===== config.mk =====
export PLATFORM = sky130hd
export DESIGN_NAME = mem_wb_queue
export DESIGN_NICKNAME = d
export VERILOG_FILES = /design/src/rtl/mem_wb_queue.sv
export SDC_FILE = /design/constraint.sdc
export NUM_CORES = 2
export LEC_CHECK = 0
export CAP_MARGIN = 5
export CORE_AREA = 10 10 306 308
export CTS_CLUSTER_DIAMETER = 30
export CTS_CLUSTER_SIZE = 10
export DETAILED_ROUTE_END_ITERATION = 10
export DIE_AREA = 0 0 316 318
export PLACE_DENSITY = 0.85
export SLEW_MARGIN = 30
export SYNTH_ARGS = -nofsm -noshare
export SYNTH_HDL_FRONTEND = slang
export SYNTH_SLANG_ARGS = --single-unit
export TNS_END_PERCENT = 1

===== constraint.sdc =====
create_clock -name clk -period 17.35 [get_ports clk]
set_clock_uncertainty 0.2 [all_clocks]
set_input_delay 3.47 -clock clk [delete_from_list [all_inputs] [get_ports clk]]
set_output_delay 3.47 -clock clk [all_outputs]
set_load 0.02 [all_outputs]

===== src/rtl/mem_wb_queue.sv =====
// In-order MEM/WB queue: holds up to DEPTH issued ops, merges load data, retires in order.
// Latency: non-mem entry presented 1 cycle after enqueue; mem entry 1 cycle after its response.
// Backpressure: in_ready drops when full or while draining flushed responses; out_ready stalls retire.
module mem_wb_queue #(
  parameter int PW    = 256,
  parameter int XLEN  = 64,
  parameter int DEPTH = 4
) (
  input  logic                     clk,
  input  logic                     rst,
  input  logic                     flush,
  input  logic                     in_valid,
  output logic                     in_ready,
  input  logic [PW-1:0]            in_payload,
  input  logic [XLEN-1:0]          in_x_rd,
  input  logic                     in_mem_rd,
  input  logic                     in_mem_wr,
  input  logic                     mem_r_valid,
  input  logic [XLEN-1:0]          mem_r_data,
  input  logic                     mem_w_ready,
  output logic                     out_valid,
  input  logic                     out_ready,
  output logic [PW-1:0]            out_payload,
  output logic [XLEN-1:0]          out_x_rd,
  output logic                     out_is_mem,
  output logic [$clog2(DEPTH):0]   count,
  output logic                     err
);

  localparam int AW = $clog2(DEPTH);
  localparam int CW = AW + 1;
  localparam logic [AW-1:0] PONE = AW'(1);
  localparam logic [CW-1:0] CONE = CW'(1);
  localparam logic [CW-1:0] FULL = CW'(DEPTH);

  // Per-entry control state (reset) and data storage (not reset)
  logic [DEPTH-1:0] ent_vld;
  logic [DEPTH-1:0] ent_mem;
  logic [DEPTH-1:0] ent_ld;
  logic [DEPTH-1:0] ent_done;
  logic [PW-1:0]    pl_mem  [DEPTH];
  logic [XLEN-1:0]  xrd_mem [DEPTH];

  logic [AW-1:0] head;
  logic [AW-1:0] tail;
  logic [AW-1:0] resp;
  logic [CW-1:0] drain;

  logic          enq;
  logic          deq;
  logic          resp_fire;
  logic          draining;
  logic          take;
  logic          mismatch;
  logic          pend_hit;
  logic [AW-1:0] pend_idx;
  logic [AW-1:0] scan_idx;
  logic [CW-1:0] pend_cnt;
  logic [CW-1:0] count_nxt;
  logic [CW-1:0] drain_nxt;
  logic          err_nxt;

  assign draining  = (drain != '0);
  assign in_ready  = (count < FULL) && !draining;
  assign out_valid = ent_vld[head] & ent_done[head];
  assign out_payload = pl_mem[head];
  assign out_x_rd    = xrd_mem[head];
  assign out_is_mem  = ent_mem[head];

  assign enq       = in_valid & in_ready & ~flush;
  assign deq       = out_valid & out_ready;
  assign resp_fire = mem_r_valid | mem_w_ready;
  assign take      = resp_fire & ~draining & pend_hit;
  // A load must be answered by read data, a store by a write ack
  assign mismatch  = ent_ld[pend_idx] ? ~mem_r_valid : ~mem_w_ready;

  // Locate the oldest entry awaiting a response, scanning forward from resp; also count pending ones
  always_comb begin
    pend_hit = 1'b0;
    pend_idx = resp;
    pend_cnt = '0;
    scan_idx = resp;
    for (int i = 0; i < DEPTH; i++) begin
      scan_idx = resp + AW'(i);
      if (ent_vld[scan_idx] && ent_mem[scan_idx] && !ent_done[scan_idx]) begin
        pend_cnt = pend_cnt + CONE;
        if (!pend_hit) begin
          pend_hit = 1'b1;
          pend_idx = scan_idx;
        end
      end
    end
  end

  // Next occupancy, drain count and sticky error
  always_comb begin
    count_nxt = count;
    if (enq) count_nxt = count_nxt + CONE;
    if (deq) count_nxt = count_nxt - CONE;
    if (flush) count_nxt = '0;

    drain_nxt = drain;
    if (resp_fire && draining) drain_nxt = drain_nxt - CONE;
    if (flush) begin
      // The response completing an entry this cycle is already accounted for
      drain_nxt = drain_nxt + pend_cnt;
      if (take) drain_nxt = drain_nxt - CONE;
    end

    err_nxt = err
            | (mem_r_valid & mem_w_ready)
            | (enq & in_mem_rd & in_mem_wr)
            | (resp_fire & ~draining & ~pend_hit)
            | (take & mismatch);
  end

  // Control state: pointers, entry flags, counters
  always_ff @(posedge clk or negedge rst) begin
    if (!rst) begin
      ent_vld  <= '0;
      ent_mem  <= '0;
      ent_ld   <= '0;
      ent_done <= '0;
      head     <= '0;
      tail     <= '0;
      resp     <= '0;
      count    <= '0;
      drain    <= '0;
      err      <= 1'b0;
    end else begin
      count <= count_nxt;
      drain <= drain_nxt;
      err   <= err_nxt;

      if (deq) begin
        ent_vld[head] <= 1'b0;
        head          <= head + PONE;
      end
      if (take) ent_done[pend_idx] <= 1'b1;

      // resp tracks the oldest pending entry; with none pending it parks at tail
      if (take)          resp <= pend_idx + PONE;
      else if (pend_hit) resp <= pend_idx;
      else               resp <= tail;

      if (flush) begin
        ent_vld <= '0;
        head    <= tail;
        resp    <= tail;
      end

      if (enq) begin
        ent_vld[tail]  <= 1'b1;
        ent_mem[tail]  <= in_mem_rd | in_mem_wr;
        ent_ld[tail]   <= in_mem_rd;
        ent_done[tail] <= ~(in_mem_rd | in_mem_wr);
        tail           <= tail + PONE;
      end
    end
  end

  // Data storage: enqueue writes payload/rd, load responses overwrite rd
  always_ff @(posedge clk) begin
    if (take && mem_r_valid) xrd_mem[pend_idx] <= mem_r_data;
    if (enq) begin
      pl_mem[tail]  <= in_payload;
      xrd_mem[tail] <= in_x_rd;
    end
  end

endmodule


==> metrics.log <==
INFO  metric routed_wirelength = 155000 um
INFO  metric drt_drc_violations_left = 0
INFO  metric synth_edf_count = 1280
INFO  metric worstPathRequired = 13680 ps
INFO  metric clkSinkCount = 1309
INFO  metric crit_path_class = reg -> out
INFO  metric ctsLongestPathBuffers = 3
INFO  metric grt_antenna_before_repair = 62
INFO  metric min_period_over_period = 0.513
INFO  metric timing.final.hold_violations = 0
INFO  metric core.rowCount = 109
INFO  metric critical_path.startpoint_type = flop
INFO  metric ys_seq_area_frac = 0.764
INFO  metric slew_violations = 0
INFO  metric die_h = 318 um
INFO  metric number_of_buffers_added_by_the_clock_tree_synthesis_step = 210
INFO  metric period_needed = slightly below 9000 ps
INFO  metric postSynthAreaPerCell = 23.2 um^2
INFO  metric drtIter0Drc = 4015
INFO  metric die_width = around 320 um
INFO  metric synthesis.yosys.warnings = 0
INFO  metric muxShareOfSynthArea = 0.200
INFO  metric synth_seq_cells = 1309
INFO  metric timing.setup.tns = 0 ps
INFO  metric synth_async_sr_flop_share = 0.0222
INFO  metric core_footprint = 87700 um^2
INFO  metric root_buffer = sky130_fd_sc_hd__clkbuf_16
INFO  metric cts_repair_resize_count = 0
INFO  metric cts.htree.levels = 4
INFO  metric synth_fp_nets = 2619
INFO  metric netlist-cell-type-count = 56
INFO  metric vdd_ir_drop_max = 147 uV
INFO  metric ff_latch_area = 39200 um^2
INFO  metric max_clock_freq = 0.112 GHz
INFO  metric leakagePower = 22.2 nW
INFO  metric timing.critical_path.arrival = 5230 ps
INFO  metric ant_nets = 0
INFO  metric die-area = 100000 um^2
INFO  metric maximum_number_of_pins_on_one_net_before_global_route_repair = 163
INFO  metric drt_first_pass_iters = 5
INFO  metric holdCritPathClass = reg -> reg
INFO  metric grt_pass1_wl = 222000 um
INFO  metric endpoint_kind = output pin
INFO  metric cellPowerDensity = 161 nW/um^2
INFO  metric cts_setup_buffers = 0
INFO  metric combinational_family_with_the_most_area_after_synthesis = multiplexers
INFO  metric wl_per_cell = between 30 and 40 um
INFO  metric hpwl = roughly 87000 um
INFO  metric synth_ff_type = sky130_fd_sc_hd__edfxtp_1
INFO  metric syn_inst = 2206
INFO  metric synth_xor_area_frac = 0.00249
INFO  metric globalRouteTotalUtil = 0.306
INFO  metric multi_input_area = between 10000 and 15000 um^2
INFO  metric portBuffers = roughly 700
INFO  metric max-slew-margin-rel = 0.310
INFO  metric tritoncts = yes
INFO  metric syn_to_final_growth = 31.1%
INFO  metric setup_viol_count_final = 0
INFO  metric detailroute.via_count = 28600
INFO  metric fillers = 4257
INFO  metric synth_compound_area_frac = 0.00696
INFO  metric number_of_global_route_vias_before_repair = roughly 30000
INFO  metric floorplan.initialDensity = 0.584
INFO  metric status = finished clean
INFO  metric routed_via_density = 6.42
INFO  metric worst_setup_hold_path_clk_slew = 50 ps
INFO  metric clk-insertion-delay-late = 790 ps
INFO  metric grt_remaining_overflow = 0
INFO  metric synth_area = 51200 um^2
INFO  metric simple_gate_area_share_of_the_yosys_netlist = 0.0116
INFO  metric final_layout_size_suffix_gt1_frac = 0.303
INFO  metric gp_congestion = 0.855
INFO  metric final_nets = 3473
INFO  metric placedCellCount = 4009
INFO  metric rsz0062_at_grt = false
INFO  metric timing_worst_slew_pin_value = 1030 ps
INFO  metric ports = 720
INFO  metric cap_violations = 0
INFO  metric cts-hold-fix-buffers = 0
INFO  metric final_cells = roughly 4400
INFO  metric post_synth_adder_cell_area = 0.00503
INFO  metric path_max_fanout = approximately 50
-- synth_stat cells (all sizes together), types with 3 or more instances --
| cell type | instances | area share |
|---|---|---|
| nand3 | 4 | 0.00039 |
| nor3 | 5 | 0.00078 |
| dfrtp | 29 | 0.014 |
| o211ai | 3 | 0.00044 |
| a31oi | 4 | 0.00049 |
| nand3b | 9 | 0.0018 |
| and2 | 3 | 0.00039 |
| mux2i | 4 | 0.00078 |
| and3b | 5 | 0.00093 |
| a21o | 5 | 0.00073 |
| edfxtp | 1280 | 0.75 |
| a21oi | 22 | 0.0024 |
| nand4b | 3 | 0.00051 |
| o21ai | 15 | 0.0015 |
| xnor2 | 10 | 0.0017 |
| clkbuf | 38 | 0.0028 |
| buf | 69 | 0.0057 |
| nand2 | 30 | 0.0022 |
| ha | 19 | 0.0046 |
| inv | 16 | 0.0012 |
| nor2 | 20 | 0.0015 |
| and3 | 5 | 0.00066 |
| mux4 | 323 | 0.14 |
| mux2 | 259 | 0.057 |
-- state kept, by name, indices dropped and copies added, names as in the netlist --
| signal | count |
|---|---|
| xrd_mem | 256 |
| pl_mem | 1024 |
| err | 1 |
| resp | 2 |
| tail | 2 |
| ent_mem | 4 |
| count | 3 |
| ent_ld | 4 |
| drain | 3 |
| head | 2 |
| ent_done | 4 |
| ent_vld | 4 |
-- path summary, 6_finish.rpt --
path | start | endpoint | slack, ps | cells past startpoint
max | head[0] | out_payload[231] | 8450 | 5
min | ent_ld[1] | ent_ld[1] | 300 | 2
max reg2reg | resp[0] | xrd_mem[2][28] | 12320 | 11
min reg2reg | ent_ld[1] | ent_ld[1] | 300 | 2
max in group asynchronous | rst | head[1] | 13740 | 2
min in group asynchronous | rst | err | 2870 | 2
-- critical path, cell delays in order, from the launching register on --
cell and delay (ps):
sky130_fd_sc_hd__dfrtp_4 960, sky130_fd_sc_hd__buf_4 740, sky130_fd_sc_hd__buf_4 650, sky130_fd_sc_hd__buf_6 630
sky130_fd_sc_hd__mux4_2 650, sky130_fd_sc_hd__clkdlybuf4s50_1 610
-- cell families (layout without fill, tap and decap cells) --
| kind of cell | Yosys count | in the layout |
|---|---|---|
| AOI/OAI and AO/OA | 57 | 57 |
| and+or+nand+nor | 97 | 97 |
| muxes | 586 | 586 |
| buffers and inverters | 124 | 1154 |
| DFF | 1309 | 1309 |
| xor gates and xnor gates | 13 | 13 |
| adders and majority gates | 20 | 20 |
| other | 0 | 43 |
-- report_power, final --
part	switching (mW)	leakage, nW	internal (mW)
combinational	1.57	6.98	1.37
sequential	0.0960	11.9	3.61
clock	1.57	3.37	2.61
-- cells in the final DEF, fill, tap and decap left out, types with 27 or more instances in the layout --
cell / n
sky130_fd_sc_hd__edfxtp_1: 1280
sky130_fd_sc_hd__clkdlybuf4s50_1: 719
sky130_fd_sc_hd__mux4_2: 322
sky130_fd_sc_hd__mux2_2: 259
sky130_fd_sc_hd__clkbuf_16: 211
sky130_fd_sc_hd__diode_2: 43
sky130_fd_sc_hd__clkinv_2: 34
sky130_fd_sc_hd__clkinv_1: 32
sky130_fd_sc_hd__clkinvlp_4: 31
sky130_fd_sc_hd__dfrtp_1: 27
-- layout make-up --
| cell class | count | area share |
|---|---|---|
| inverters | 17 | 0.00140 |
| multi-input cells | 773 | 0.173 |
| repair buffers | 749 | 0.113 |
| well taps | 1165 | 0.0217 |
| flip-flops and latches | 1309 | 0.583 |
| clock buffers | 239 | 0.0808 |
| diodes | 43 | 0.00160 |
| clock inverters | 149 | 0.0250 |
-- through the flow --
| stage | setup slack [ps] | hold WS (ps) | total power [mW] | utilization | area, um^2 |
|---|---|---|---|---|---|
| 2_1_floorplan | 6970 | 245 | 5.38 | - | 51200 |
| 3_3_place_gp | 8850 | 261 | 6.58 | 0.682 | 59800 |
| 3_5_place_dp | 8950 | 276 | 6.64 | 0.682 | 59800 |
| 4_1_cts | 8070 | 300 | 10.9 | 0.763 | 66900 |
| 5_1_grt | 7980 | 345 | 11.1 | 0.766 | 67100 |
| 6_report | 8450 | 301 | 10.8 | 0.766 | 67200 |
-- per-layer routing --
layer  GRT usage  vias to the layer above  part of all wire
met2       0.501                     2063              0.51
met3       0.120                      409              0.12
li1            -                    11200                 -
met4       0.140                       44             0.042
met1       0.353                    14900              0.32
met5           0                        -            0.0018
No activity file was read; power rests on OpenSTA's default activity.
